[src/rtl/pwm_ramp_ctrl.sv]
// pwm_ramp_ctrl: soft-start / fade sequencer feeding the downstream PWM
// generator's uptime/cs inputs. Moves the duty value one LSB per step,
// with steps paced in whole PWM frames.
// Optional feature macro: PWM_RAMP_RETARGET_EN (start during a ramp reloads
// the target).
module pwm_ramp_ctrl #(
    parameter int WIDTH       = 3,
    parameter int PERIOD      = 8,
    parameter int STEP_FRAMES = 4
) (
    input  logic             clkin,
    input  logic             resetn,
    input  logic             start,
    input  logic [WIDTH-1:0] target,
    input  logic             abort,
    output logic [WIDTH-1:0] uptime,
    output logic             cs,
    output logic             busy,
    output logic             done
);

    localparam int FW = (PERIOD > 1) ? $clog2(PERIOD) : 1;
    localparam int SW = (STEP_FRAMES > 1) ? $clog2(STEP_FRAMES) : 1;
    localparam logic [FW-1:0] FRAME_LAST = FW'(PERIOD - 1);
    localparam logic [SW-1:0] STEP_LAST  = SW'(STEP_FRAMES - 1);

    typedef enum logic {
        IDLE = 1'b0,
        RAMP = 1'b1
    } state_t;

    state_t           state, state_nxt;
    logic [FW-1:0]    frame_cnt;
    logic             tick;
    logic [SW-1:0]    step_cnt, step_nxt;
    logic [WIDTH-1:0] cur, cur_nxt;
    logic [WIDTH-1:0] tgt, tgt_nxt;
    logic             cs_nxt, done_nxt;

    assign tick   = (frame_cnt == FRAME_LAST);
    assign uptime = cur;
    assign busy   = (state == RAMP);

    // Free-running frame counter mirroring the downstream PWM counter phase.
    always_ff @(posedge clkin or negedge resetn) begin
        if (!resetn) begin
            frame_cnt <= '0;
        end else if (tick) begin
            frame_cnt <= '0;
        end else begin
            frame_cnt <= frame_cnt + FW'(1);
        end
    end

    // State, duty value, target, step pacing and registered pulses.
    always_ff @(posedge clkin or negedge resetn) begin
        if (!resetn) begin
            state    <= IDLE;
            step_cnt <= '0;
            cur      <= '0;
            tgt      <= '0;
            cs       <= 1'b0;
            done     <= 1'b0;
        end else begin
            state    <= state_nxt;
            step_cnt <= step_nxt;
            cur      <= cur_nxt;
            tgt      <= tgt_nxt;
            cs       <= cs_nxt;
            done     <= done_nxt;
        end
    end

    // Next-state logic: command acceptance, abort, frame-paced stepping.
    always_comb begin
        state_nxt = state;
        step_nxt  = step_cnt;
        cur_nxt   = cur;
        tgt_nxt   = tgt;
        cs_nxt    = 1'b0;
        done_nxt  = 1'b0;
        case (state)
            IDLE: begin
                if (start) begin
                    tgt_nxt = target;
                    if (target == cur) begin
                        done_nxt = 1'b1;
                    end else begin
                        state_nxt = RAMP;
                        step_nxt  = '0;
                    end
                end
            end
            RAMP: begin
                if (abort) begin
                    state_nxt = IDLE;
                end else begin
`ifdef PWM_RAMP_RETARGET_EN
                    // A retarget on a step edge steers that step toward the new target.
                    if (start) begin
                        tgt_nxt = target;
                    end
                    if (start && (target == cur)) begin
                        state_nxt = IDLE;
                        done_nxt  = 1'b1;
                    end else
`endif
                    if (tick) begin
                        if (step_cnt == STEP_LAST) begin
                            step_nxt = '0;
                            cs_nxt   = 1'b1;
                            if (cur < tgt_nxt) begin
                                cur_nxt = cur + WIDTH'(1);
                            end else begin
                                cur_nxt = cur - WIDTH'(1);
                            end
                            if (cur_nxt == tgt_nxt) begin
                                state_nxt = IDLE;
                                done_nxt  = 1'b1;
                            end
                        end else begin
                            step_nxt = step_cnt + SW'(1);
                        end
                    end
                end
            end
            default: begin
                state_nxt = IDLE;
            end
        endcase
    end

endmodule

[config.mk]
export PLATFORM = sky130hd
export DESIGN_NAME = pwm_ramp_ctrl
export DESIGN_NICKNAME = d
export VERILOG_FILES = /design/src/rtl/pwm_ramp_ctrl.sv
export SDC_FILE = /design/constraint.sdc
export NUM_CORES = 1
export LEC_CHECK = 0
export CAP_MARGIN = 20
export CORE_MARGIN = 4
export CORE_UTILIZATION = 54
export CTS_CLUSTER_DIAMETER = 200
export DETAILED_ROUTE_END_ITERATION = 7
export PLACE_DENSITY = 0.81
export SYNTH_ARGS = -nofsm -noshare
export SYNTH_HDL_FRONTEND = slang
export SYNTH_SLANG_ARGS = --single-unit
[constraint.sdc]
create_clock -name clkin -period 6.3 [get_ports clkin]
set_input_delay 1.89 -clock clkin [delete_from_list [all_inputs] [get_ports clkin]]
set_output_delay 1.89 -clock clkin [all_outputs]
set_load 0.02 [all_outputs]
# After elaboration in Yosys (flattened, before gate mapping)
# Cells that the tools add are included.
classes:
  n_reduce_logical: 3
  n_div: 0
  n_addsub: 4
  mux: 30
  shift: 0
  n_mul: 0
  n_eq_ne: 8
  magnitude_cmp: 1
  bitwise_logic: 2
ops:
  columns: ["operator", "count"]
  rows:
  - ["2-to-1 mux 3 bit", 6]
  - ["2-to-1 mux 1 bit", 16]
  - ["2-to-1 mux 2 bit", 5]
  - ["AND reduction 4 bit", 2]
  - ["adder 3 x 1 -> 3 bit (second input constant)", 2]
  - ["equality test 3 bit", 2]
  - ["inequality test 2 bit (second input constant)", 3]
  - ["case mux 1 bit (2 select lines)", 2]
  - ["case mux 2 bit (2 select lines)", 1]
  - ["equality test 3 bit (second input constant)", 1]
  - ["< comparator 3 bit", 1]
  - ["subtractor 3 x 1 -> 3 bit (second input constant)", 1]
  - ["adder 2 x 1 -> 2 bit (second input constant)", 1]
  - ["equality test 2 bit (second input constant)", 1]
  - ["inequality test 2 x 1 -> 1 bit (second input constant)", 1]
  - ["inverter 1 bit", 2]
  - ["AND reduction 2 bit", 1]
totals:
  ff_bits: 14
  latch_bits: 0
  wordCells: 55
  mem_count: 0
  rom_bits: 0
  ramBits: 0

# Logic depth before layout (Yosys ltp)
# Gate-level depths: netlist of the first run.
logic_depth:
  ltp_word: 12
  depth_mapped: 9
  mapped_depth_nobuf: 9

# Least setup slack after synthesis of the first run
# OpenSTA, ideal clock, no wires.
synth_timing:
  kind: "input port to flip-flop"
  startpoint: "in target[1]"
  endpoint: "reg state (netlist: busy)"
  t_arrival_ns: 2.762
  setup_time_ns: 0.124
  path_stages: 4
  n_path_buf: 0
  t_required_ns: 6.176
  slack_ns: 3.414
  path_cell_list: "xor2_1 o31ai_2 a21bo_1 a211o_1"
synth_via:
  elab_chain_len: 4
synth_rtl:
  columns: ["element", "line_no", "rtl"]
  rows:
  - ["start, declared", "14", "input logic [WIDTH-1:0] target,"]
  - ["equality test 3 bit", "86", "if (target == cur) begin"]
  - ["2-to-1 mux 1 bit", "86", null]
  - ["2-to-1 mux 1 bit", "84", "if (start) begin"]
  - ["case mux 1 bit (2 select lines)", "82", "case (state)"]
  - ["named net state_nxt", "32", "state_t state, state_nxt;"]
  - ["end signal, assigned", "65", "state <= state_nxt;"]
  - ["end, declared", "32", null]
# The timed path passes the listed nets, and every way through them passes these cells.
# A chain may end at the register's enable or synchronous reset.

# Worst setup path in the final report of the first run
layout_timing:
  startpoint: "reg cur[2] (netlist: uptime[2])"
  endpoint: "out uptime[2]"
layout_rtl:
  columns: ["element", "line_no", "rtl"]
  rows:
  - ["start, declared", "36", "logic [WIDTH-1:0] cur, cur_nxt;"]
  - ["start signal, assigned", "67", "cur <= cur_nxt;"]
  - ["end, declared", "16", "output logic [WIDTH-1:0] uptime,"]
# No word-level cell between the ends.

==> results of run 1 <==
==> state kept, by name, indices dropped and copies added (netlist names) <==
name and cells:
busy 1, cs 1, done 1, frame_cnt 3, step_cnt 2, tgt 3
uptime 3
==> final timing paths <==
check                             startpoint           end  slack (ps)  depth (start not counted)
worst max-delay path               uptime[2]     uptime[2]        3020                          1
worst min-delay path            frame_cnt[0]  frame_cnt[0]         440                          1
worst max register to register     uptime[0]          busy        3780                          9
worst min register to register  frame_cnt[0]  frame_cnt[0]         440                          1
max in group asynchronous             resetn     uptime[2]        3920                          1
min in group asynchronous             resetn     uptime[1]        1980                          1
==> cells in the final DEF, fill, tap and decap left out <==
cell             count
and2_2               1
clkinv_1             1
a21bo_1              1
inv_1                5
or2b_2               1
nand2_1              7
clkbuf_8             1
xnor3_1              1
a211o_1              1
and4_2               1
a21oi_1              1
dfrtp_1             14
mux2_1               1
nor2_1               2
ha_1                 6
o31ai_1              1
clkbuf_4             3
o21ai_1              4
o31ai_2              1
xnor2_1              1
nand4b_1             1
a21oi_2              1
clkdlybuf4s50_1     12
nor3_1               1
nand3b_1             1
nand3_1              5
fa_1                 1
and2b_4              2
xor2_1               6
a21o_1               1
==> cell families after synthesis <==
kind of cell,after synthesis,share of synthesized area [%]
compound gates,11,10.4
xor+xnor,8,10.9
flops,14,45.5
buf+inv,6,2.93
mux,1,1.46
fa+ha+maj,7,12.4
simple gates,22,16.4
==> Yosys cell counts <==
cell and instances:
xor2_1 6, nor3_1 1, ha_1 6, and2b_4 2
inv_1 5, a211o_1 1, nand3b_1 1, nor2_1 2
clkinv_1 1, mux2_1 1, nand4b_1 1, a21oi_2 1
o31ai_2 1, dfrtp_1 14, xnor3_1 1, and2_2 1
fa_1 1, a21oi_1 1, xnor2_1 1, nand2_1 7
or2b_2 1, o31ai_1 1, a21bo_1 1, o21ai_1 4
and4_2 1, a21o_1 1, nand3_1 5
==> worst register-to-register path, stage by stage, from the launching register on <==
cell	delay (ps)
dfrtp_1	430
inv_1	110
ha_1	210
nand3b_1	190
and2_2	210
fa_1	520
xor2_1	180
nand4b_1	130
a21bo_1	210
a211o_1	220
==> through the flow <==
stage	setup WS (ps)	util [%]	cell area [um2]	hold slack [ps]	total power, mW
6_report	3020	71.7	945	444	0.292
5_1_grt	2980	71.7	945	475	0.314
4_1_cts	3010	71.7	945	440	0.292
3_5_place_dp	2890	68.9	908	428	0.228
3_3_place_gp	2900	68.9	908	415	0.225
2_1_floorplan	3410	-	769	403	0.198
==> power breakdown <==
group          switching [mW]  internal (mW)
Combinational          0.0524         0.0571
Sequential             0.0111          0.106
Clock                  0.0307         0.0352
==> layer usage <==
metal | global-route usage [%] | part of all wire [%] | vias up
met5 | 0 | 0 | -
met4 | 10.2 | 2.9 | 0
met3 | 2.37 | 3.8 | 5
met2 | 25.3 | 46 | 8
met1 | 21.4 | 48 | 254
li1 | - | - | 271
==> cell type report <==
cell class	count	area (um2)	area share, %
Clock buffer	4	36.3	3.84
Inverter	6	22.5	2.38
Multi-Input combinational cell	49	397	42.0
Sequential cell	14	350	37.1
Tap cell	15	18.8	1.99
Timing Repair Buffer	12	120	12.7
==> metrics.md, run 1 <==
| Metric | Value |
|---|---|
| Status | `complete, no violations` |
| Hold Fails Final Rpt | `0` |
| # diodes | `0` |
| Synth area leaders | `dfrtp_1 (46%), ha_1 (9.8%), xor2_1 (6.8%)` |
| Area grow syn2layout | `22.8%` |
| Cells along the critical path | `clkdlybuf4s50_1` |
| Total CTS buffers | `3` |
| Core Region | `1320 um2` |
| Routed wire length | `1330 um` |
| Die width | `45.8 um` |
| WL/cell | `13.3 um` |
| Leak Pwr | `0.473 nW` |
| Total GRT Usage | `16.4%` |
| CP Data Required Time | `4410 ps` |
| Library cells used by synthesis | `27` |
| Vias per inst | `5.38` |
| RSZ-0062 raised after global routing | `no` |
| Crit share post-route | `52.0%` |
| Layout cells sized above 1 | `12.9%` |
| Largest net degree at the start of global routing | `15` |
| Worst slew pin tran | `612 ps` |
| Worst skew pair latency | `280 ps` |
| GPL Wtd Cong | `0.768` |
| Die Area | `2090 um2` |
| Clk buf depth | `2` |
| Setup crit end kind | `output pin` |
| Min cycle time layout | `3280 ps` |
| WP data arrival | `1390 ps` |
| Post-synthesis cell count | `69` |
| Synthesized cell area | `769 um2` |
| Vias in the first global route | `545` |
| FP Rows | `13` |
| Filler cells | `98` |
| CP Launch Type | `flip-flop` |
| Max Cap Viol | `0` |
| Flops & latches, synth | `14` |
| Critical Path Fanout Max | `5` |
| Hpwl dp | `1050 um` |
| Slowest stage delay, CP | `640 ps` |
| Root cell of the clock tree | `clkbuf_4` |
| Final std cells w/o fill | `100` |
| Slowest cell on crit path | `clkdlybuf4s50_1` |
| Post-synth top area cell | `dfrtp_1` |
| GR Overflow Total | `0` |
| Fmax | `305 MHz` |
| Ports | `13` |
| Antenna viol nets, final | `0` |
| Placed cell count | `96` |
| CTS tree | `yes` |
| Share of the synthesized area in the top cell type | `45.5%` |
| Slew Limit Headroom | `59.1%` |
| Initial DRC Count | `3` |
| Via Count | `538` |
| Clock sinks | `14` |
| Final setup fails | `0` |
| Worst min-delay path class | `reg -> reg` |
| Synthesized net count | `83` |
| Nets | `100` |
| Post-Syn Area per Cell | `11.2 um2` |
| Clock slew at reported path FFs | `90 ps` |
| Initial antenna violation count | `0` |
| Final Max Slew Viols | `0` |
| Clock Skews | `1.45 ps` |
| Hold_buf cts | `0` |
| Family with the most delay on the worst path | `buffers and inverters` |
| # DRC | `0` |
| Initial Util | `58.4%` |
| IO Port Bufs | `12` |
| Power Dens Cells | `309 nW/um2` |
| Postcts setup bufs | `0` |
| Buffers & Inverters on Critical Path | `1` |
| Die Ht | `45.8 um` |
| Global-route wire length before repair | `2390 um` |
| Gates resized, CTS repair | `0` |
| TritonRoute pass-1 iters | `4` |
| Yosys warns | `0` |
| Peak supply drop | `0.155 mV` |
| TNS Setup | `0 ps` |
| Register area share after synthesis | `45.5%` |
| Critical path class | `reg -> out` |
| H-tree depth | `1` |
No activity file was read; power rests on OpenSTA's default activity.
==> inputs of run 2 (changes only) <==
CORE_UTILIZATION = 45   (was 54)
PLACE_DENSITY = 0.72   (was 0.81)
clock period = 2.7 ns   (was 6.3 ns; I/O delays follow)
==> metrics.md, run 2 (same netlist as run 1, synthesis figures left out) <==
| Metric | Value |
|---|---|
| Status | `complete, no violations` |
| CP Data Required Time | `2890 ps` |
| GR Overflow Total | `0` |
| RSZ-0062 raised after global routing | `no` |
| Worst min-delay path class | `reg -> reg` |
| Postcts setup bufs | `0` |
| Slew Limit Headroom | `58.7%` |
| Antenna viol nets, final | `0` |
| CP Launch Type | `flip-flop` |
| Worst Setup Slack, final | `173 ps` |
| Worst slew pin tran | `617 ps` |
| H-tree depth | `1` |
| IO Port Bufs | `12` |
| Filler cells | `128` |
| Root cell of the clock tree | `clkbuf_4` |
| Final setup fails | `0` |
| GPL Wtd Cong | `0.837` |
| Clock Skews | `14.9 ps` |
| Multi-input logic area | `397 um2` |
| # DRC | `0` |
| Hold Fails Final Rpt | `0` |
| Hold Path Depth | `1` |
| Design Area, Final | `946 um2` |
| Routed wire length | `1450 um` |
| Commonest cells after routing, fill and taps aside | `dfrtp_1 (14), clkdlybuf4s50_1 (12), nand2_1 (7), xor2_1 (6), ha_1 (6)` |
| Core Region | `1560 um2` |
| Ports | `13` |
| Layout cells sized above 1 | `12.9%` |
| Hold_buf cts | `0` |
| Vias in the first global route | `619` |
| Hpwl dp | `1130 um` |
| Setup slack, reg-to-reg | `170 ps` |
| Gates resized, CTS repair | `0` |
| Initial DRC Count | `0` |
| Clock sinks | `14` |
| Reg2Reg Depth | `8` |
| TNS Setup | `0 ps` |
| Initial antenna violation count | `0` |
| Largest net degree at the start of global routing | `15` |
| Place WS | `182 ps` |
| Area grow syn2layout | `22.9%` |
| Fmax | `396 MHz` |
| R2R Path Start | `uptime[2]` |
| Min cycle time layout | `2530 ps` |
| Vias per inst | `5.38` |
| Worst skew pair latency | `300 ps` |
| Placed cell count | `97` |
| Setup crit end kind | `flip-flop` |
| FP Rows | `14` |
| Clock slew at reported path FFs | `110 ps` |
| Global-route wire length before repair | `2640 um` |
| Critical Path Fanout Max | `5` |
| CTS tree | `yes` |
| Die width | `49.4 um` |
| Total CTS buffers | `3` |
| Critical path class | `reg -> reg` |
| Initial Util | `49.4%` |
| Via Count | `543` |
| Max Cap Viol | `0` |
| WL/cell | `14.3 um` |
| Die Area | `2440 um2` |
| RR Endpoint | `busy` |
| Clk buf depth | `2` |
| Final std cells w/o fill | `101` |
| Area after DPL | `910 um2` |
| Leak Pwr | `0.473 nW` |
| # diodes | `0` |
| WP data arrival | `2720 ps` |
| Crit share post-route | `93.6%` |
| Power Dens Cells | `735 nW/um2` |
| Setup crit start | `uptime[2]` |
| TritonRoute pass-1 iters | `1` |
| Die Ht | `49.4 um` |
| Worst Setup EP | `busy` |
| Final Max Slew Viols | `0` |
| Total GRT Usage | `14.9%` |
| Nets | `100` |
| Hold_ws | `428 ps` |
| Commonest non-fill, non-tap cell in the layout | `dfrtp_1` |
| Peak supply drop | `0.370 mV` |
| HP Start | `frame_cnt[0]` |
| Register area | `350 um2` |
## run 2: cell counts in the layout (fill, tap and decap cells not counted)
Identical to the previous run, type by type.
## run 2: worst min path at each step
stage	endpoint	slack (ps)
after floorplan	frame_cnt[0]	400
after global placement	frame_cnt[0]	410
after detailed placement	frame_cnt[0]	420
after CTS	frame_cnt[0]	430
after global routing	frame_cnt[0]	470
final	frame_cnt[0]	430
## run 2: area by class of cell
cell class | instances | share of cell area (%)
Sequential cell | 14 | 37.0
Inverter | 6 | 2.38
Timing Repair Buffer | 12 | 12.7
Clock buffer | 4 | 3.84
Multi-Input combinational cell | 49 | 41.9
Tap cell | 16 | 2.12
## run 2: worst max-delay path: stages, from the launching register on
cell and delay, ps:
dfrtp_1 470, ha_1 350, nand3b_1 120, and2_2 220, fa_1 530, xor2_1 150
nand4b_1 130, a21bo_1 220, a211o_1 230
## run 2: power by group
group	total [mW]	internal (mW)	switching, mW
Combinational	0.256	0.134	0.122
Clock	0.162	0.0821	0.0802
Sequential	0.277	0.247	0.0300
## run 2: routing by layer
metal	track usage, %	routed length (um)	part of all wire [%]
met1	16.4	661	46
met5	0	0	0
met3	4.59	76	5.3
met4	10.9	38	2.6
met2	24.1	669	46
## run 2: metrics by stage
step / power (mW) / utilization [%]
3_3_place_gp: 0.527 / 58.3
5_1_grt: 0.749 / 60.7
6_report: 0.695 / 60.7
2_1_floorplan: 0.462 / -
4_1_cts: 0.696 / 60.7
3_5_place_dp: 0.539 / 58.3
==> inputs of run 3 (changes only) <==
ABC_AREA = 1   (was not set)
==> metrics.md, run 3 <==
| Metric | Value |
|---|---|
| Min cycle time layout | `2180 ps` |
| Library cells used by synthesis | `21` |
| Total CTS buffers | `3` |
| CP Launch Type | `flip-flop` |
| WP data arrival | `2350 ps` |
| Final std cells w/o fill | `118` |
| Peak supply drop | `0.402 mV` |
| Hold_buf cts | `0` |
| Critical path class | `reg -> reg` |
| WL/cell | `10.4 um` |
| Yosys warns | `0` |
| Initial Util | `49.4%` |
| Global-route wire length before repair | `2240 um` |
| Post-synthesis cell count | `86` |
| Fmax | `459 MHz` |
| Die width | `49.6 um` |
| Clock slew at reported path FFs | `80 ps` |
| Synthesized cell area | `779 um2` |
| Root cell of the clock tree | `clkbuf_4` |
| Commonest non-fill, non-tap cell in the layout | `nand2_1` |
| Routed wire length | `1230 um` |
| Layout cells sized above 1 | `11.8%` |
| Hpwl dp | `1040 um` |
| Filler cells | `144` |
| Vias per inst | `4.85` |
| Commonest cells after routing, fill and taps aside | `nand2_1 (24), dfrtp_1 (14), inv_1 (13), clkdlybuf4s50_1 (12), ha_1 (6)` |
| Via Count | `572` |
| Critical Path Fanout Max | `6` |
| Gates resized, CTS repair | `0` |
| Share of the synthesized area in the top cell type | `44.9%` |
| Power Dens Cells | `570 nW/um2` |
| FP Rows | `14` |
| Clk buf depth | `2` |
| Status | `complete, no violations` |
| Worst min-delay path class | `reg -> reg` |
| Setup crit end kind | `flip-flop` |
| Vias in the first global route | `558` |
| IO Port Bufs | `12` |
| Die Area | `2460 um2` |
| Nets | `117` |
| Largest net degree at the start of global routing | `15` |
| Post-synth top area cell | `dfrtp_1` |
| Ports | `13` |
| Antenna viol nets, final | `0` |
| CTS tree | `yes` |
| Crit share post-route | `80.6%` |
| Synthesized net count | `100` |
| GR Overflow Total | `0` |
| Hold Fails Final Rpt | `0` |
| Fin util | `60.6%` |
| TNS Setup | `0 ps` |
| TritonRoute pass-1 iters | `4` |
| Final setup fails | `0` |
| Worst skew pair latency | `270 ps` |
| Primary FF master, synth | `dfrtp_1` |
| Final Max Slew Viols | `0` |
| Count leader, synth | `nand2_1` |
| Initial antenna violation count | `0` |
| CP Data Required Time | `2870 ps` |
| Clock sinks | `14` |
| Initial DRC Count | `6` |
| Post-synth EDFFs | `0` |
| # diodes | `0` |
| Register area share after synthesis | `44.9%` |
| Post-Syn Area per Cell | `9.06 um2` |
| Slew Limit Headroom | `59.8%` |
| RSZ-0062 raised after global routing | `no` |
| Synth area leaders | `dfrtp_1 (45%), nand2_1 (12%), ha_1 (9.6%)` |
| Commonest cells in the netlist | `nand2_1 (24), dfrtp_1 (14), inv_1 (13)` |
| Post-synth ARST share | `100%` |
| Flops & latches, synth | `14` |
| Total GRT Usage | `12.0%` |
| Area grow syn2layout | `22.6%` |
| Die Ht | `49.6 um` |
| Max Cap Viol | `0` |
| GPL Wtd Cong | `0.795` |
| H-tree depth | `1` |
| Postcts setup bufs | `0` |
| Clock Skews | `4.05 ps` |
| Leak Pwr | `0.525 nW` |
| # DRC | `0` |
| Worst slew pin tran | `601 ps` |
| Core Region | `1580 um2` |
| Placed cell count | `114` |
==> run 3: through the flow <==
| step | hold slack (ps) | power, mW | cell area, um2 | worst slack, ps |
|---|---|---|---|---|
| 2_1_floorplan | 403 | 0.359 | 779 | 532 |
| 3_3_place_gp | 420 | 0.404 | 920 | 572 |
| 3_5_place_dp | 426 | 0.405 | 920 | 529 |
| 4_1_cts | 439 | 0.553 | 956 | 518 |
| 5_1_grt | 470 | 0.586 | 956 | 348 |
| 6_report | 433 | 0.544 | 956 | 523 |
==> run 3: worst paths after layout <==
path	from	endpoint	slack (ps)	cells past startpoint
min reg2reg	frame_cnt[0]	frame_cnt[0]	430	1
max	uptime[2]	busy	520	9
min	frame_cnt[0]	frame_cnt[0]	430	1
min in group asynchronous	resetn	uptime[2]	910	1
max reg2reg	uptime[2]	busy	520	9
max in group asynchronous	resetn	tgt[1]	1400	1
==> run 3: logic make-up (layout without fill, tap and decap cells) <==
logic type	Yosys count	after routing	share of synthesized area (%)
buffers and inverters	14	30	6.74
adder cells (fa/ha/maj)	7	7	12.2
AND/OR/NAND/NOR	41	41	27.1
XOR/XNOR	5	5	5.62
flip-flops	14	14	44.9
AO/OA/AOI/OAI	5	5	3.37
==> run 3: routing by layer <==
metal  global-route usage [%]  vias up  part of all wire [%]
met2                     17.2       13                    43
met5                        0        -                     0
li1                         -      303                     -
met1                     15.8      256                    50
met4                     2.76        0                     0
met3                     6.33        0                   7.1
==> run 3: area by class of cell <==
class | instances | area (um2) | area share (%)
multi-input cells | 58 | 377 | 39.4
flip-flops and latches | 14 | 350 | 36.6
repair buffers | 12 | 120 | 12.6
inverters | 14 | 52.6 | 5.50
clock buffers | 4 | 36.3 | 3.80
well taps | 16 | 20.0 | 2.09
==> run 3: critical path: stages, from the launching register on <==
cell and delay (ps):
dfrtp_1 440, ha_1 300, or2_1 250, nand2_2 100, fa_1 440, xnor2_1 140
nor3_1 190, nand3_1 110, nand2_1 70, nand2_1 40
==> run 3: power by group <==
part	internal, mW	switching (mW)	leakage, nW
registers	0.228	0.0140	0.177
logic	0.0696	0.0892	0.327
clock network	0.0820	0.0618	0.0210
==> edit 1 (settings of run 3) <==
Set the parameter `PERIOD` to 16 (it was 8).
--- a/src/rtl/pwm_ramp_ctrl.sv
+++ b/src/rtl/pwm_ramp_ctrl.sv
@@ -5,7 +5,7 @@
 // the target).
 module pwm_ramp_ctrl #(
     parameter int WIDTH       = 3,
-    parameter int PERIOD      = 8,
+    parameter int PERIOD      = 16,
     parameter int STEP_FRAMES = 4
 ) (
     input  logic             clkin,
Formal check against the unedited RTL: no difference found for any inputs over 10 cycles, from zero or initial values and one cycle with resetn low; that may be too few to reach the edited logic, so the function may still have changed.
==> edit 1 against run 3 <==
  * Clock skew increased by 0.00089 ns
  * Non-clock buffer count unchanged
  * Critical endpoint unchanged
  * Total power decreased by 8.3%
  * Sequential cell count increased by 1
  * Worst setup slack got worse by 0.074 ns
  * Area after synthesis increased by 6.7%
  * Final area increased by 5.6%
  * Routed wire length increased by 19%
==> edit 1: results (changes against run 3) <==
- The classification of the worst-slack hold path is flip-flop to flip-flop (unchanged).
- The number of buffers inserted by post-CTS setup repair is 0 (unchanged).
- The register with the highest flop count is frame_cnt.
- The maximum VDD drop came to 0.3118 mV (was 0.4018 mV).
- The number of gates given a new drive strength after cts came to 0 (unchanged).
- The worst clock skew is 0.004932 ns (was 0.004046 ns).
- The mean routed wirelength per cell is 11.10 um (was 10.44 um).
- The number of levels in the clock H-tree is 1 (unchanged).
- The post-DP HPWL is 1163 um (was 1038 um).
- The global-route wire length before repair was 2635 um (was 2242 um).
- The total clock buffers created by CTS came to 3 (unchanged).
- The number of buffers between clock root and the deepest sink is 2 (unchanged).
- Top cells by count, synth: sky130_fd_sc_hd__nand2_1, sky130_fd_sc_hd__dfrtp_1, sky130_fd_sc_hd__inv_1, sky130_fd_sc_hd__nand3_1, sky130_fd_sc_hd__ha_1 (was sky130_fd_sc_hd__nand2_1, sky130_fd_sc_hd__dfrtp_1, sky130_fd_sc_hd__inv_1, sky130_fd_sc_hd__ha_1).
- Outcome: complete, no violations (unchanged).
- The number of global-route vias before repair is 629 (was 558).
- The weighted congestion at the end of routability-driven global placement was 0.7947 (was 0.7946).
- The total leakage power is 0.0005230 uW (was 0.0005245 uW).
- The largest net degree at the start of global routing came to 16 (was 15).
- The unique cell type count in the Yosys netlist is 23 (was 21).
- The number of cells traversed by the worst register-to-register path was 10 (was 9).
- The type of the worst setup path is flip-flop to flip-flop (unchanged).
- The share of final-layout standard cells stronger than drive strength 1 is 16.82% (was 11.76%).
- The worst setup margin is 0.4494 ns (was 0.5233 ns).
- The net count after synthesis is 104 (was 100).
- The count of nets after finishing came to 121 (was 117).
- The launch point of the worst reg-to-reg path is uptime[2] (unchanged).
- The arrival time of the worst setup path is 2.43 ns (was 2.35 ns).
- The number of DRC violations after detailed-routing iteration 0 came to 6 (unchanged).
- The quantity of I/O buffers inserted on ports is 12 (unchanged).
- After clock tree synthesis, the clock-pin slew on the worst setup and hold paths is 0.09 ns.
- The number of vias per cell after detailed routing was 4.712 (was 4.847).
- The worst relative slew slack came to 55.19% (was 59.82%).
- The global-route usage over all layers is 13.88% (was 11.97%).
- Leading cell types by total area after synthesis: sky130_fd_sc_hd__dfrtp_1, sky130_fd_sc_hd__nand2_1, sky130_fd_sc_hd__ha_1, sky130_fd_sc_hd__inv_1, sky130_fd_sc_hd__xnor2_1 (unchanged).
- The post-placement worst setup slack is 0.4436 ns (was 0.5289 ns).
- The net switching power was 153.4 uW (was 165.0 uW).
- The share of the yosys chip area belonging to registers came to 45.11% (was 44.94%).
- The maximum net fanout on the critical path was 5 (was 6).
- The CTS root buffer is sky130_fd_sc_hd__clkbuf_4 (unchanged).
- The clock network latency to the later pin of the worst-skew pair came to 0.29 ns (was 0.27 ns).
[edit 1: worst min path at each step]
stage                      from           to  cells after the start  slack, ns
global route             tgt[0]       tgt[0]                      2       0.52
CTS                 step_cnt[1]  step_cnt[1]                      2       0.49
floorplan           step_cnt[1]  step_cnt[1]                      2       0.45
global placement    step_cnt[1]  step_cnt[1]                      2       0.47
detailed placement  step_cnt[1]  step_cnt[1]                      2       0.47
finish              step_cnt[1]  step_cnt[1]                      2       0.49
[edit 1: power by group through the flow]
stage               registers (uW)  clock network, uW  logic, uW
finish                         248                130        121
global route                   249                152        136
CTS                            248                134        121
detailed placement             252                  0        120
global placement               251                  0        118
floorplan                      253                  0       82.2
[edit 1: layout make-up]
type	count	area, um^2
clock buffer	4	26.28
tap	25	31.28
inverter	15	61.31
timing repair buffer	12	120.1
fill	176	735.7
sequential	15	375.4
multi-input combinational	61	395.4
[edit 1: cells by family (layout without fill, tap and decap cells)]
kind of cell             Yosys count  count (layout)  synth area share [%]
AND/OR/NAND/NOR                   42              42                 25.56
adder cells (fa/ha/maj)            6               6                 9.925
buffers and inverters             15              31                 7.369
flip-flops                        15              15                 45.11
AO/OA/AOI/OAI                      6               6                 4.662
XOR/XNOR                           7               7                 7.369
[edit 1: per-stage QoR]
step	utilization [%]	area (um^2)	hold WS [ns]	std cells	total power, uW
finish	57.85	1010	0.4891	132	499.0
global route	57.85	1010	0.5235	132	536.3
CTS	57.85	1010	0.4906	132	502.9
detailed placement	56.34	983.4	0.4680	128	371.8
global placement	56.34	983.4	0.4675	128	369.0
floorplan	-	832.0	0.4459	91	335.0
[edit 1: critical path, cell delays in order, from the launching register on]
cell and delay [ns]:
sky130_fd_sc_hd__dfrtp_1 0.44, sky130_fd_sc_hd__ha_1 0.33, sky130_fd_sc_hd__a21oi_1 0.20, sky130_fd_sc_hd__nand2_1 0.11, sky130_fd_sc_hd__inv_1 0.08, sky130_fd_sc_hd__fa_1 0.45
sky130_fd_sc_hd__xnor2_1 0.16, sky130_fd_sc_hd__nor3_2 0.17, sky130_fd_sc_hd__nand3_1 0.10, sky130_fd_sc_hd__nand2_1 0.06, sky130_fd_sc_hd__nand2_1 0.05
[edit 1: metal layers]
metal | vias up | track usage (%) | wire (um)
li1 | 321 | - | -
met5 | - | 0 | 0
met4 | 0 | 8.072 | 28
met1 | 286 | 16.85 | 688
met3 | 4 | 3.499 | 52
met2 | 11 | 22.10 | 695
==> edit 2 (settings of run 3) <==
Made on the original files. Remove the register `done`: a continuous assignment takes its place, so the output `done` follows one clock earlier.
--- a/src/rtl/pwm_ramp_ctrl.sv
+++ b/src/rtl/pwm_ramp_ctrl.sv
@@ -60,16 +60,16 @@
             cur      <= '0;
             tgt      <= '0;
             cs       <= 1'b0;
-            done     <= 1'b0;
         end else begin
             state    <= state_nxt;
             step_cnt <= step_nxt;
             cur      <= cur_nxt;
             tgt      <= tgt_nxt;
             cs       <= cs_nxt;
-            done     <= done_nxt;
         end
     end
+
+    assign done = done_nxt;
 
     // Next-state logic: command acceptance, abort, frame-paced stepping.
     always_comb begin
Function: changed (a bounded check fails within 4 cycles, from zero or initial values and one cycle with resetn low).
==> edit 2 against run 3 <==
  * The flow now finishes with violations (negative setup slack)
  * Global-route usage grew 1.9 points
  * Cell count rose by 13%
  * Area after synthesis is 3.2% lower
  * Maximum frequency down 32%
  * Total power rose by 11%
  * Final area up 14%
  * Sequential cell count down 1
  * Routed wire length increased by 31%
  * Synthesized cell count shrank 1.2%
  * Worst setup slack got worse by 1.0 ns
  * Hold slack lost 0.0044 ns
  * Highest routed layer unchanged
==> edit 2: results (changes against run 3) <==
- The initial antenna violation count was 0 (unchanged).
- The mean routed wirelength per cell came to 12.14 um (was 10.44 um).
- The largest net degree at the start of global routing is 14 (was 15).
- The clock network latency to the later pin of the worst-skew pair is 0.27 ns (about the same).
- The maximum net fanout on the critical path was 2 (was 6).
- The core utilization of the finished layout is 70.94% (was 60.63%).
- The weighted congestion at the end of routability-driven global placement is 0.7754 (was 0.7946).
- The maximum VDD drop came to 0.3533 mV (was 0.4018 mV).
- Leading cell types by total area after synthesis: sky130_fd_sc_hd__dfrtp_1, sky130_fd_sc_hd__nand2_1, sky130_fd_sc_hd__ha_1, sky130_fd_sc_hd__inv_1, sky130_fd_sc_hd__xnor2_1 (unchanged).
- The actual slew at the worst max-slew pin is 0.5936 ns (was 0.6009 ns).
- The number of levels in the clock H-tree came to 1 (unchanged).
- The number of DRC violations after detailed-routing iteration 0 is 7 (was 6).
- The number of vias per cell after detailed routing is 4.669 (was 4.847).
- The worst clock skew is 0.002351 ns (was 0.004046 ns).
- The number of buffers between clock root and the deepest sink came to 2 (unchanged).
- The count of endpoints failing setup in the final report was 1 (was 0).
- The slowest stage cell on the critical path is sky130_fd_sc_hd__fa_2 (was sky130_fd_sc_hd__dfrtp_1).
- The unique cell type count in the Yosys netlist is 21 (unchanged).
- Outcome: finished, violations left (was complete, no violations).
- The number of detailed-route iterations in the first pass is 4 (unchanged).
- The global-route usage over all layers came to 13.92% (was 11.97%).
- The worst setup margin is -0.4821 ns (was 0.5233 ns).
- The area after detailed placement was 996.0 um^2 (was 919.6 um^2).
- The number of filler cells placed in the layout came to 118 (was 144).
- The cell family contributing the most delay on the critical path is simple AND/OR/NAND/NOR gates (unchanged).
- The net count after synthesis is 99 (was 100).
- The quantity of I/O buffers inserted on ports is 12 (unchanged).
- The total leakage power is 0.0005966 uW (was 0.0005245 uW).
- The top flip-flop cell by instance count after synthesis is sky130_fd_sc_hd__dfrtp_1 (unchanged).
- The global-route wire length before repair is 2697 um (was 2242 um).
- The count of nets after finishing is 132 (was 117).
- The number of global-route vias before repair is 638 (was 558).
- The post-DP HPWL is 1190 um (was 1038 um).
- The share of final-layout standard cells stronger than drive strength 1 is 33.33% (was 11.76%).
- The CTS root buffer is sky130_fd_sc_hd__clkbuf_4 (unchanged).
- The final reports fail on negative setup slack.
- The arrival time of the worst setup path came to 2.37 ns (was 2.35 ns).
- The number of warnings issued by yosys was 0 (unchanged).
- The clock-pin slew of the registers on the worst-case setup and hold paths is 0.08 ns (about the same).
- The maximum single-stage delay on the critical path is 0.46 ns (was 0.44 ns).
- The share of the yosys chip area belonging to registers is 43.12% (was 44.94%).
- Top cells by count, synth: sky130_fd_sc_hd__nand2_1, sky130_fd_sc_hd__dfrtp_1, sky130_fd_sc_hd__inv_1, sky130_fd_sc_hd__ha_1 (unchanged).
- The total clock buffers created by CTS is 3 (unchanged).
[edit 2: repair_timing]
action                                  CTS  global route
setup buffers                             0             3
resized for setup                         6            10
endpoints found under the setup margin    1             1
endpoints found under the hold margin     0             0
pin swaps                                 1             7
[edit 2: kinds of logic (layout without fill, tap and decap cells)]
family,count (synthesis),in the layout,synth area share (%)
flip-flops,13,13,43.12
AND/OR/NAND/NOR,41,41,28.03
buffers and inverters,14,46,6.965
XOR/XNOR,5,5,5.804
adder cells (fa/ha/maj),7,7,12.60
AO/OA/AOI/OAI,5,5,3.483
[edit 2: cell type report]
| type | instances | share of cell area, % |
|---|---|---|
| flip-flops and latches | 13 | 29.86 |
| clock buffers | 4 | 2.403 |
| multi-input cells | 58 | 39.02 |
| inverters | 14 | 4.805 |
| repair buffers | 28 | 22.08 |
| well taps | 16 | 1.831 |
[edit 2: worst paths after layout]
check	to	start	cells after the start	slack (ns)
max	done	tgt[2]	10	-0.48
max in group asynchronous	uptime[2]	resetn	1	1.37
max reg2reg	busy	tgt[2]	11	0.51
min in group asynchronous	busy	resetn	1	0.91
min reg2reg	frame_cnt[0]	frame_cnt[0]	1	0.43
min	frame_cnt[0]	frame_cnt[0]	1	0.43
[edit 2: metal layers]
layer  up-vias  track usage (%)  share of wire, %
met5         -                0                 0
met4         0            1.345                 0
met3         0            4.893               4.4
met2         9            22.17                47
met1       283            18.81                49
li1        329                -                 -
[edit 2: through the flow]
step | instances | TNS [ns] | setup slack (ns)
after floorplan | 85 | -0.1903 | -0.1903
after global placement | 126 | -0.6499 | -0.6499
after detailed placement | 126 | -0.6917 | -0.6917
after CTS | 130 | -0.4675 | -0.4675
after global routing | 133 | -0.6186 | -0.6186
final | 133 | -0.4821 | -0.4821
[edit 2: report_power, final]
group | internal (uW) | switching [uW] | total [uW]
clock network | 57.1 | 61.3 | 118
logic | 135 | 128 | 263
registers | 212 | 12.7 | 225
total | 404 | 202 | 606
